--- src/rtl/demux_pkg.sv ---
// -----------------------------------------------------------------------------
// demux_pkg
// Shared definitions for the two-lane demultiplexer (demux_l2) and its lane
// FIFO (fifo_carril): default widths, routing-mode encodings, lane indices
// and the lane-selection helper.
// -----------------------------------------------------------------------------
package demux_pkg;

  localparam int ANCHO_DEF = 8;  // default data width
  localparam int PROF_DEF  = 4;  // default FIFO depth per lane (power of two)

  // Routing modes driven on the modo input.
  localparam logic MODO_SELECTOR = 1'b0;  // lane chosen by the selector input
  localparam logic MODO_ALTERNO  = 1'b1;  // lane chosen by the internal turno bit

  // Lane indices.
  localparam logic CARRIL0 = 1'b0;
  localparam logic CARRIL1 = 1'b1;

  // Target lane for the incoming word.
  function automatic logic lane_target(input logic modo,
                                       input logic selector,
                                       input logic turno);
    return (modo == MODO_ALTERNO) ? turno : selector;
  endfunction

endpackage : demux_pkg

--- src/rtl/demux_l2_fifo_carril.sv ---
// -----------------------------------------------------------------------------
// fifo_carril
// Show-ahead FIFO for one output lane of demux_l2. The head word is always
// presented on dout; rd advances past it. Reading and writing in the same
// cycle is allowed even when full (occupancy then stays unchanged).
//
// Ports:
//   clk    in   clock, rising edge
//   reset  in   asynchronous active-high reset
//   wr     in   write din this cycle
//   din    in   [ANCHO-1:0] word to write
//   rd     in   consume the head word (ignored when empty)
//   dout   out  [ANCHO-1:0] head word, forced to 0 when empty
//   vacio  out  FIFO empty
//   lleno  out  FIFO holds PROF words
// -----------------------------------------------------------------------------
module fifo_carril
  import demux_pkg::*;
#(
  parameter int ANCHO = ANCHO_DEF,
  parameter int PROF  = PROF_DEF
) (
  input  logic             clk,
  input  logic             reset,
  input  logic             wr,
  input  logic [ANCHO-1:0] din,
  input  logic             rd,
  output logic [ANCHO-1:0] dout,
  output logic             vacio,
  output logic             lleno
);

  localparam int PW = $clog2(PROF);  // pointer width
  localparam int CW = PW + 1;        // occupancy width, must reach PROF

  logic [ANCHO-1:0] r_mem [PROF];
  logic [PW-1:0]    r_wr_ptr;
  logic [PW-1:0]    r_rd_ptr;
  logic [CW-1:0]    r_count;

  logic w_rd_eff;
  logic w_wr_eff;

  assign vacio = (r_count == '0);
  assign lleno = (r_count == CW'(PROF));

  // A pop on an empty lane is ignored; a write into a full lane is only
  // possible when the head is leaving in the same cycle.
  assign w_rd_eff = rd & ~vacio;
  assign w_wr_eff = wr & (~lleno | w_rd_eff);

  // NOTE: the storage array has no reset. Nothing can read a slot before it
  // has been written, and dout is gated while empty, so clearing it would
  // only add reset fan-out to every bit of memory.
  always_ff @(posedge clk) begin
    if (w_wr_eff) begin
      r_mem[r_wr_ptr] <= din;
    end
  end

  // NOTE: sequential state uses non-blocking assignments only, so every
  // register samples the pre-edge value of the others regardless of order.
  // Pointers wrap naturally because PROF is a power of two.
  always_ff @(posedge clk or posedge reset) begin
    if (reset) begin
      r_wr_ptr <= '0;
      r_rd_ptr <= '0;
      r_count  <= '0;
    end else begin
      if (w_wr_eff) r_wr_ptr <= r_wr_ptr + 1'b1;
      if (w_rd_eff) r_rd_ptr <= r_rd_ptr + 1'b1;
      case ({w_wr_eff, w_rd_eff})
        2'b10:   r_count <= r_count + 1'b1;
        2'b01:   r_count <= r_count - 1'b1;
        default: r_count <= r_count;
      endcase
    end
  end

  // Show-ahead head word; forced to zero while empty so reset clears it too.
  assign dout = vacio ? '0 : r_mem[r_rd_ptr];

endmodule : fifo_carril

--- src/rtl/demux_l2.sv ---
// -----------------------------------------------------------------------------
// demux_l2
// Splits one data stream into two lanes, each buffered by a show-ahead FIFO
// so the two consumers drain independently. The target lane comes from the
// selector input (modo=0) or from an internal alternating bit turno (modo=1)
// that undoes an upstream round-robin interleave. A word aimed at a full
// lane with no simultaneous pop is dropped and sets the sticky error flag.
//
// Ports:
//   clk                in   clock, rising edge
//   reset              in   asynchronous active-high reset
//   Entrada            in   [ANCHO-1:0] input word
//   validEntrada       in   Entrada carries a word this cycle
//   modo               in   0 = route by selector, 1 = alternate lanes
//   selector           in   target lane when modo=0
//   pop0 / pop1        in   consumer of lane 0 / 1 takes the head word
//   Salida0 / Salida1  out  [ANCHO-1:0] head word of lane 0 / 1
//   validSalida0 / 1   out  lane 0 / 1 not empty
//   lleno0 / lleno1    out  lane 0 / 1 full
//   error              out  sticky: a word was dropped on a full lane
// -----------------------------------------------------------------------------
module demux_l2
  import demux_pkg::*;
#(
  parameter int ANCHO = ANCHO_DEF,
  parameter int PROF  = PROF_DEF
) (
  input  logic             clk,
  input  logic             reset,
  input  logic [ANCHO-1:0] Entrada,
  input  logic             validEntrada,
  input  logic             modo,
  input  logic             selector,
  input  logic             pop0,
  input  logic             pop1,
  output logic [ANCHO-1:0] Salida0,
  output logic [ANCHO-1:0] Salida1,
  output logic             validSalida0,
  output logic             validSalida1,
  output logic             lleno0,
  output logic             lleno1,
  output logic             error
);

  logic r_turno;
  logic r_error;

  logic w_lane;
  logic w_vacio0;
  logic w_vacio1;
  logic w_acepta0;
  logic w_acepta1;
  logic w_wr0;
  logic w_wr1;
  logic w_drop;

  assign w_lane = lane_target(modo, selector, r_turno);

  // A full lane still accepts when its consumer pops in the same cycle
  // (a full lane is never empty, so that pop is always effective).
  assign w_acepta0 = ~lleno0 | pop0;
  assign w_acepta1 = ~lleno1 | pop1;

  assign w_wr0  = validEntrada & (w_lane == CARRIL0) & w_acepta0;
  assign w_wr1  = validEntrada & (w_lane == CARRIL1) & w_acepta1;
  assign w_drop = validEntrada & ~(w_wr0 | w_wr1);

  // turno advances on every valid word in alternating mode, written or
  // dropped, so lane alignment with the upstream interleave is never lost.
  always_ff @(posedge clk or posedge reset) begin
    if (reset) begin
      r_turno <= 1'b0;
      r_error <= 1'b0;
    end else begin
      if (validEntrada && modo == MODO_ALTERNO) r_turno <= ~r_turno;
      if (w_drop) r_error <= 1'b1;
    end
  end

  assign error        = r_error;
  assign validSalida0 = ~w_vacio0;
  assign validSalida1 = ~w_vacio1;

  fifo_carril #(
    .ANCHO (ANCHO),
    .PROF  (PROF)
  ) u_carril0 (
    .clk   (clk),
    .reset (reset),
    .wr    (w_wr0),
    .din   (Entrada),
    .rd    (pop0),
    .dout  (Salida0),
    .vacio (w_vacio0),
    .lleno (lleno0)
  );

  fifo_carril #(
    .ANCHO (ANCHO),
    .PROF  (PROF)
  ) u_carril1 (
    .clk   (clk),
    .reset (reset),
    .wr    (w_wr1),
    .din   (Entrada),
    .rd    (pop1),
    .dout  (Salida1),
    .vacio (w_vacio1),
    .lleno (lleno1)
  );

endmodule : demux_l2

--- config.mk ---
export PLATFORM = sky130hd
export DESIGN_NAME = demux_l2
export DESIGN_NICKNAME = d
export VERILOG_FILES = /design/src/rtl/demux_pkg.sv /design/src/rtl/demux_l2_fifo_carril.sv /design/src/rtl/demux_l2.sv
export SDC_FILE = /design/constraint.sdc
export NUM_CORES = 1
export LEC_CHECK = 0
export BUFFER_PORTS_ARGS = -buffer_cell sky130_fd_sc_hd__buf_2
export CORE_MARGIN = 2
export CORE_UTILIZATION = 62
export CTS_CLUSTER_DIAMETER = 60
export DETAILED_ROUTE_END_ITERATION = 10
export PLACE_DENSITY = 0.82
export SYNTH_ARGS = -nofsm -noshare
export SYNTH_HDL_FRONTEND = slang
export SYNTH_SLANG_ARGS = --single-unit
--- constraint.sdc ---
create_clock -name clk -period 3.76 [get_ports clk]
set_input_delay 0 -clock clk [delete_from_list [all_inputs] [get_ports clk]]
set_output_delay 0 -clock clk [all_outputs]
set_load 0.05 [all_outputs]
; ---- Word-level counts from Yosys, hierarchy flattened
; Memory sizes are Yosys's and may differ from the RTL's.
; Cells that the tools add are included.
[word_totals]
memories = 2
in_bits = 15
ramBits = 64
output_inout_bits = 21
reg_bits = 16
[op_classes]
n_reduce_logical = 5
bitwise = 21
eq_ne = 6
mux = 9
n_addsub = 8
[memory_table]
columns = memory, words, width, rd, rd_ports_with_merged_regs, write_ports, line_no
row1 = u_carril0.r_mem, 4, 8, 1, 0, 1, demux_l2_fifo_carril.sv:36  ; logic [ANCHO-1:0] r_mem [PROF];
row2 = u_carril1.r_mem, 4, 8, 1, 0, 1, demux_l2_fifo_carril.sv:36
[ops]
columns = cell, count
row1 = 8-bit 2-to-1 mux, 2
row2 = 3-bit case mux with 2 select lines, 2
row3 = 1-bit AND, 9
row4 = "2-bit by 1-bit adder with 2-bit output, second input constant", 4
row5 = 1-bit NOT, 7
row6 = "3-bit by 1-bit adder with 3-bit output, second input constant", 2
row7 = "3-bit == test, second input constant", 2
row8 = 3-bit zero test, 2
row9 = "3-bit by 1-bit subtractor with 3-bit output, second input constant", 2
row10 = 1-bit 2-to-1 mux, 5
row11 = 1-bit bitwise OR, 5
row12 = "2-bit by 1-bit == test with 1-bit output, second input constant", 2
row13 = "2-bit == test, second input constant", 2
row14 = 2-bit nonzero test, 2
row15 = 1-bit logical AND, 1

; ---- Depth between registers and ports, before layout
[logic_depth]
depth_word = 7
ltp_mapped = 10
depth_no_buf = 9

; ---- Modules after synthesis
; From an unflattened synthesis, not the netlist that was laid out.
[unflattened]
hier_cells = 212
hier_area_um2 = 3510.9
[by_module_without_submodules]
columns = module, cells_each, instances, area_per_inst_um2, seq_area_each_um2
row1 = fifo_carril (u_carril1), 106, 1, 1729.2, 1136.1
row2 = fifo_carril (u_carril0), 91, 1, 1649.1, 1136.1
row3 = demux_l2, 15, 1, 132.6, 50.0

; ---- Worst setup path before layout
; No wires, ideal clock.
[synth_timing]
path_type = register -> register
from = register u_carril0.r_count[0]
to = register u_carril0.r_count[2]
setup_time_ps = 79
arrival_ps = 2220
period_less_slack_ps = 2299
stages_incl_launch_ff = 11
setup_slack_ps = 1461
path_cell_list = dfrtp_1 > or4b_1 > and3_1 > buf_6 > inv_1 > ha_1 > inv_1 > fa_1 > xor2_1 > nor2_1 > xor2_1
[synth_between]
elab_chain_cells = 7
elab_cells_between_ends = 15
classes_between = add/sub (2) / eq/ne (3) / mux (1) / bitwise (7) / reduce/logical (2)
[synth_lines]
columns = item, line_no
row1 = "start, declared", demux_l2_fifo_carril.sv:39  ; logic [CW-1:0] r_count;
row2 = "start signal, assigned", demux_l2_fifo_carril.sv:73  ; 2'b10: r_count <= r_count + 1'b1;
row3 = "start signal, assigned", demux_l2_fifo_carril.sv:74  ; 2'b01: r_count <= r_count - 1'b1;
row4 = "start signal, assigned", demux_l2_fifo_carril.sv:75  ; default: r_count <= r_count;
row5 = 3-bit == test / 3-bit zero test (equally long branches), "demux_l2_fifo_carril.sv:45, demux_l2_fifo_carril.sv:44"
row6 = "1-bit NOT, on equally long branches", "demux_l2_fifo_carril.sv:50, demux_l2.sv:61, demux_l2_fifo_carril.sv:49"
row7 = 1-bit bitwise OR / 1-bit AND (equally long branches), "demux_l2.sv:61, demux_l2_fifo_carril.sv:49"
row8 = 1-bit AND / 1-bit bitwise OR (equally long branches), "demux_l2.sv:64, demux_l2_fifo_carril.sv:50"
row9 = 1-bit AND, demux_l2_fifo_carril.sv:50  ; assign w_wr_eff = wr & (~lleno | w_rd_eff);
row10 = 2-bit by 1-bit == test with 1-bit output / 2-bit == test (equally long branches), demux_l2_fifo_carril.sv:72  ; case ({w_wr_eff, w_rd_eff})
row11 = 3-bit case mux with 2 select lines / 2-bit nonzero test (equally long branches), -
; Parallel ways exist; a longest one is shown, timed or not.
; A chain may end at the register's enable or synchronous reset.

; ---- Worst setup path after layout
; Same ends and word-level chain as after synthesis.

==> flow_summary.yaml <==
worst_setup_path:
  slowest_stage: "or4b_1"
  worstSetupPathType: "flop to flop"
  worstSetupEndpointType: "flop"
  cp_max_fo: 7
  cpPeakStageDelay_ns: 0.54
  worst-path-stages: 9
  path_delay_family: "simple AND/OR/NAND/NOR gates"
  path_cells: "or4b_1 > and3_1 > inv_1 > ha_1 > inv_1 > fa_1 > xor2_1 > nor2_1 > xor2_1"
  rr_worst_depth: 9
  cp.arrival_ns: 2.73
  critPathBufInv: 2
  required_ns: 4.02
  cp-start-kind: "flop"
  r2r_setup_slack_ns: 1.29
floorplan:
  placementRows: 26
  pin_count: 36
  die_h_um: 77.9
  initial_core_util_pct: 65.5
  die_w_um: 77.9
  die_area_um2: 6070
  core_um2: 5170
timing:
  slew_violations: 0
  hold_viol: 0
  rsz0062_at_grt: "false"
  setup_viol: 0
  period_share_pct: 65.6
  timing.setup.tns_ns: 0
  fin_skew_ns: 0.00934
  setup_slack_ns: 1.29
  fmax_mhz: 405
  slew_headroom_pct: 56.5
  fin_crit_ns: 2.47
  worst_slew_pin_slew_ns: 0.652
layout:
  area_delta_synth_final_pct: 16.5
  layout_common_cells: "64 x edfxtp_1, 35 x buf_2, 22 x and2_1, 16 x mux4_2, 16 x dfrtp_1"
  drive_above_1_share_pct: 29.1
  post-route-util_pct: 76.3
  fillers: 294
  antenna_cells: 0
  mostFrequentLayoutCell: "edfxtp_1"
  fin_nets: 266
  fin_cells: 314
detailed_routing:
  dr.pass1.iters: 4
  vias: 1722
  drt_iter0_markers: 120
  wl_per_cell_um: 18.1
  viasPerCell: 5.48
  wl_um: 5680
  drc: 0
  drt.antenna.violating_nets: 0
power:
  power_leakage_nw: 1.52
  powerDensity_nw_per_um2: 858
  vdd_ir_drop_max_mv: 0.504
outcome:
  status: "complete, no violations"
cts:
  clk_latency_ns: 0.35
  cts_made_buffers: 9
  cts_resized: 0
  cts_sinks: 80
  cts_htree_levels: 3
  cts.clk_slew.worst_paths_ns: 0.07
  cts.path.max_buffers: 2
  clock-root-buffer: "clkbuf_8"
  cts_tree: "built"
synthesis:
  syn_area_um2: 3390
  synth_cell_types: 24
  syn_avg_cell_area_um2: 18.0
  synth_nets: 215
  postSynthCellCount: 188
  yosys_warnings: 0
  synth-seq-area-share_pct: 68.6
  ys_seq_elements: 80
global_route:
  grt_pass1_vias: 1845
  grt_max_degree: 17
  track_usage_pct: 21.1
  grt_overflow: 0
  grt_pass1_wl_um: 9280
  antenna_found_initial: 0
place:
  place_ws_ns: 1.30
  dpl.cell_count: 285
  port_buffers: 35
  gp_congestion: 0.735
  dpl.hpwl_um: 3840
flow_run:
  cap_violations: 0
hold_path:
  min_path_type: "primary input to flop"
  hold_depth: 4
report_power, final:
group | total [mW] | switching [mW] | leakage, nW | internal, mW
Sequential | 1.32 | 0.177 | 0.766 | 1.14
Combinational | 1.39 | 0.875 | 0.644 | 0.513
Clock | 0.677 | 0.284 | 0.108 | 0.392
cell usage after synthesis:
cell,instances,area share (%)
nand3_1,2,0.30
and3b_1,1,0.26
a21o_1,1,0.22
mux4_2,16,11
xnor2_1,7,1.8
nor2_1,2,0.22
dfrtp_1,16,12
edfxtp_1,64,57
or3_1,1,0.18
mux2i_1,4,1.2
inv_1,13,1.4
fa_1,2,1.2
clkbuf_1,4,0.44
buf_6,2,0.67
and3_1,3,0.55
xor2_1,6,1.6
or4b_1,2,0.59
buf_2,2,0.30
and2_1,22,4.1
nand2_1,1,0.11
ha_1,10,3.7
mux2_4,2,0.89
and2_2,4,0.89
or3_2,1,0.22
logic make-up after synthesis:
logic type               Yosys count  share of synthesized area [%]
flip-flops                        80                           68.6
AND/OR/NAND/NOR                   39                           7.39
multiplexers                      22                           12.7
buffers and inverters             21                           2.85
XOR/XNOR                          13                           3.36
adder cells (fa/ha/maj)           12                           4.88
AO/OA/AOI/OAI                      1                          0.222
metrics by stage:
step	cell area (µm²)	hold WS, ns	total power, mW
final	3950	0.156	3.39
after global routing	3950	0.227	3.56
after CTS	3950	0.147	3.41
after detailed placement	3600	0.117	2.72
after global placement	3600	0.0801	2.66
after floorplan	3390	-0.0863	2.44
worst min-delay path: stages:
cell and delay (ns):
buf_2 0.08, mux2i_1 0.10, mux2i_1 0.16, a21o_1 0.13
path summary, 6_finish.rpt:
kind / startpoint / end
setup / recovery: u_carril0.r_count[0] / u_carril0.r_count[2]
setup reg to reg: u_carril0.r_count[0] / u_carril0.r_count[2]
min in group asynchronous: reset / r_turno
hold / removal: selector / error
hold reg to reg: error / error
max in group asynchronous: reset / u_carril0.r_rd_ptr[0]
state kept, by name (all words and copies together) (netlist names), 2 cells and up:
register,cells
u_carril0.r_mem,32
u_carril1.r_mem,32
u_carril0.r_count,3
u_carril1.r_count,3
u_carril0.r_rd_ptr,2
u_carril0.r_wr_ptr,2
u_carril1.r_rd_ptr,2
u_carril1.r_wr_ptr,2
repair_timing:
item                                   in CTS  in global routing
setup buffers                               0                  0
hold buffers                               13                  0
endpoints found under the hold margin      84                  0
final cells by class:
| type | count | area, µm² | share of cell area [%] |
|---|---|---|---|
| repair buffers | 48 | 305 | 7.74 |
| flip-flops and latches | 80 | 2320 | 58.9 |
| clock buffers | 13 | 149 | 3.77 |
| clock inverters | 3 | 65.1 | 1.65 |
| multi-input cells | 87 | 967 | 24.5 |
| inverters | 13 | 48.8 | 1.24 |
| well taps | 70 | 87.6 | 2.22 |
metal layers:
metal | track usage (%) | wire (µm) | vias to the layer above
met2 | 35.1 | 2950 | 39
li1 | - | - | 786
met3 | 5.35 | 183 | 10
met4 | 9.12 | 98 | 0
met5 | 0 | 0 | -
met1 | 26.7 | 2450 | 887
Note: power is estimated with default switching activity, not from simulation.
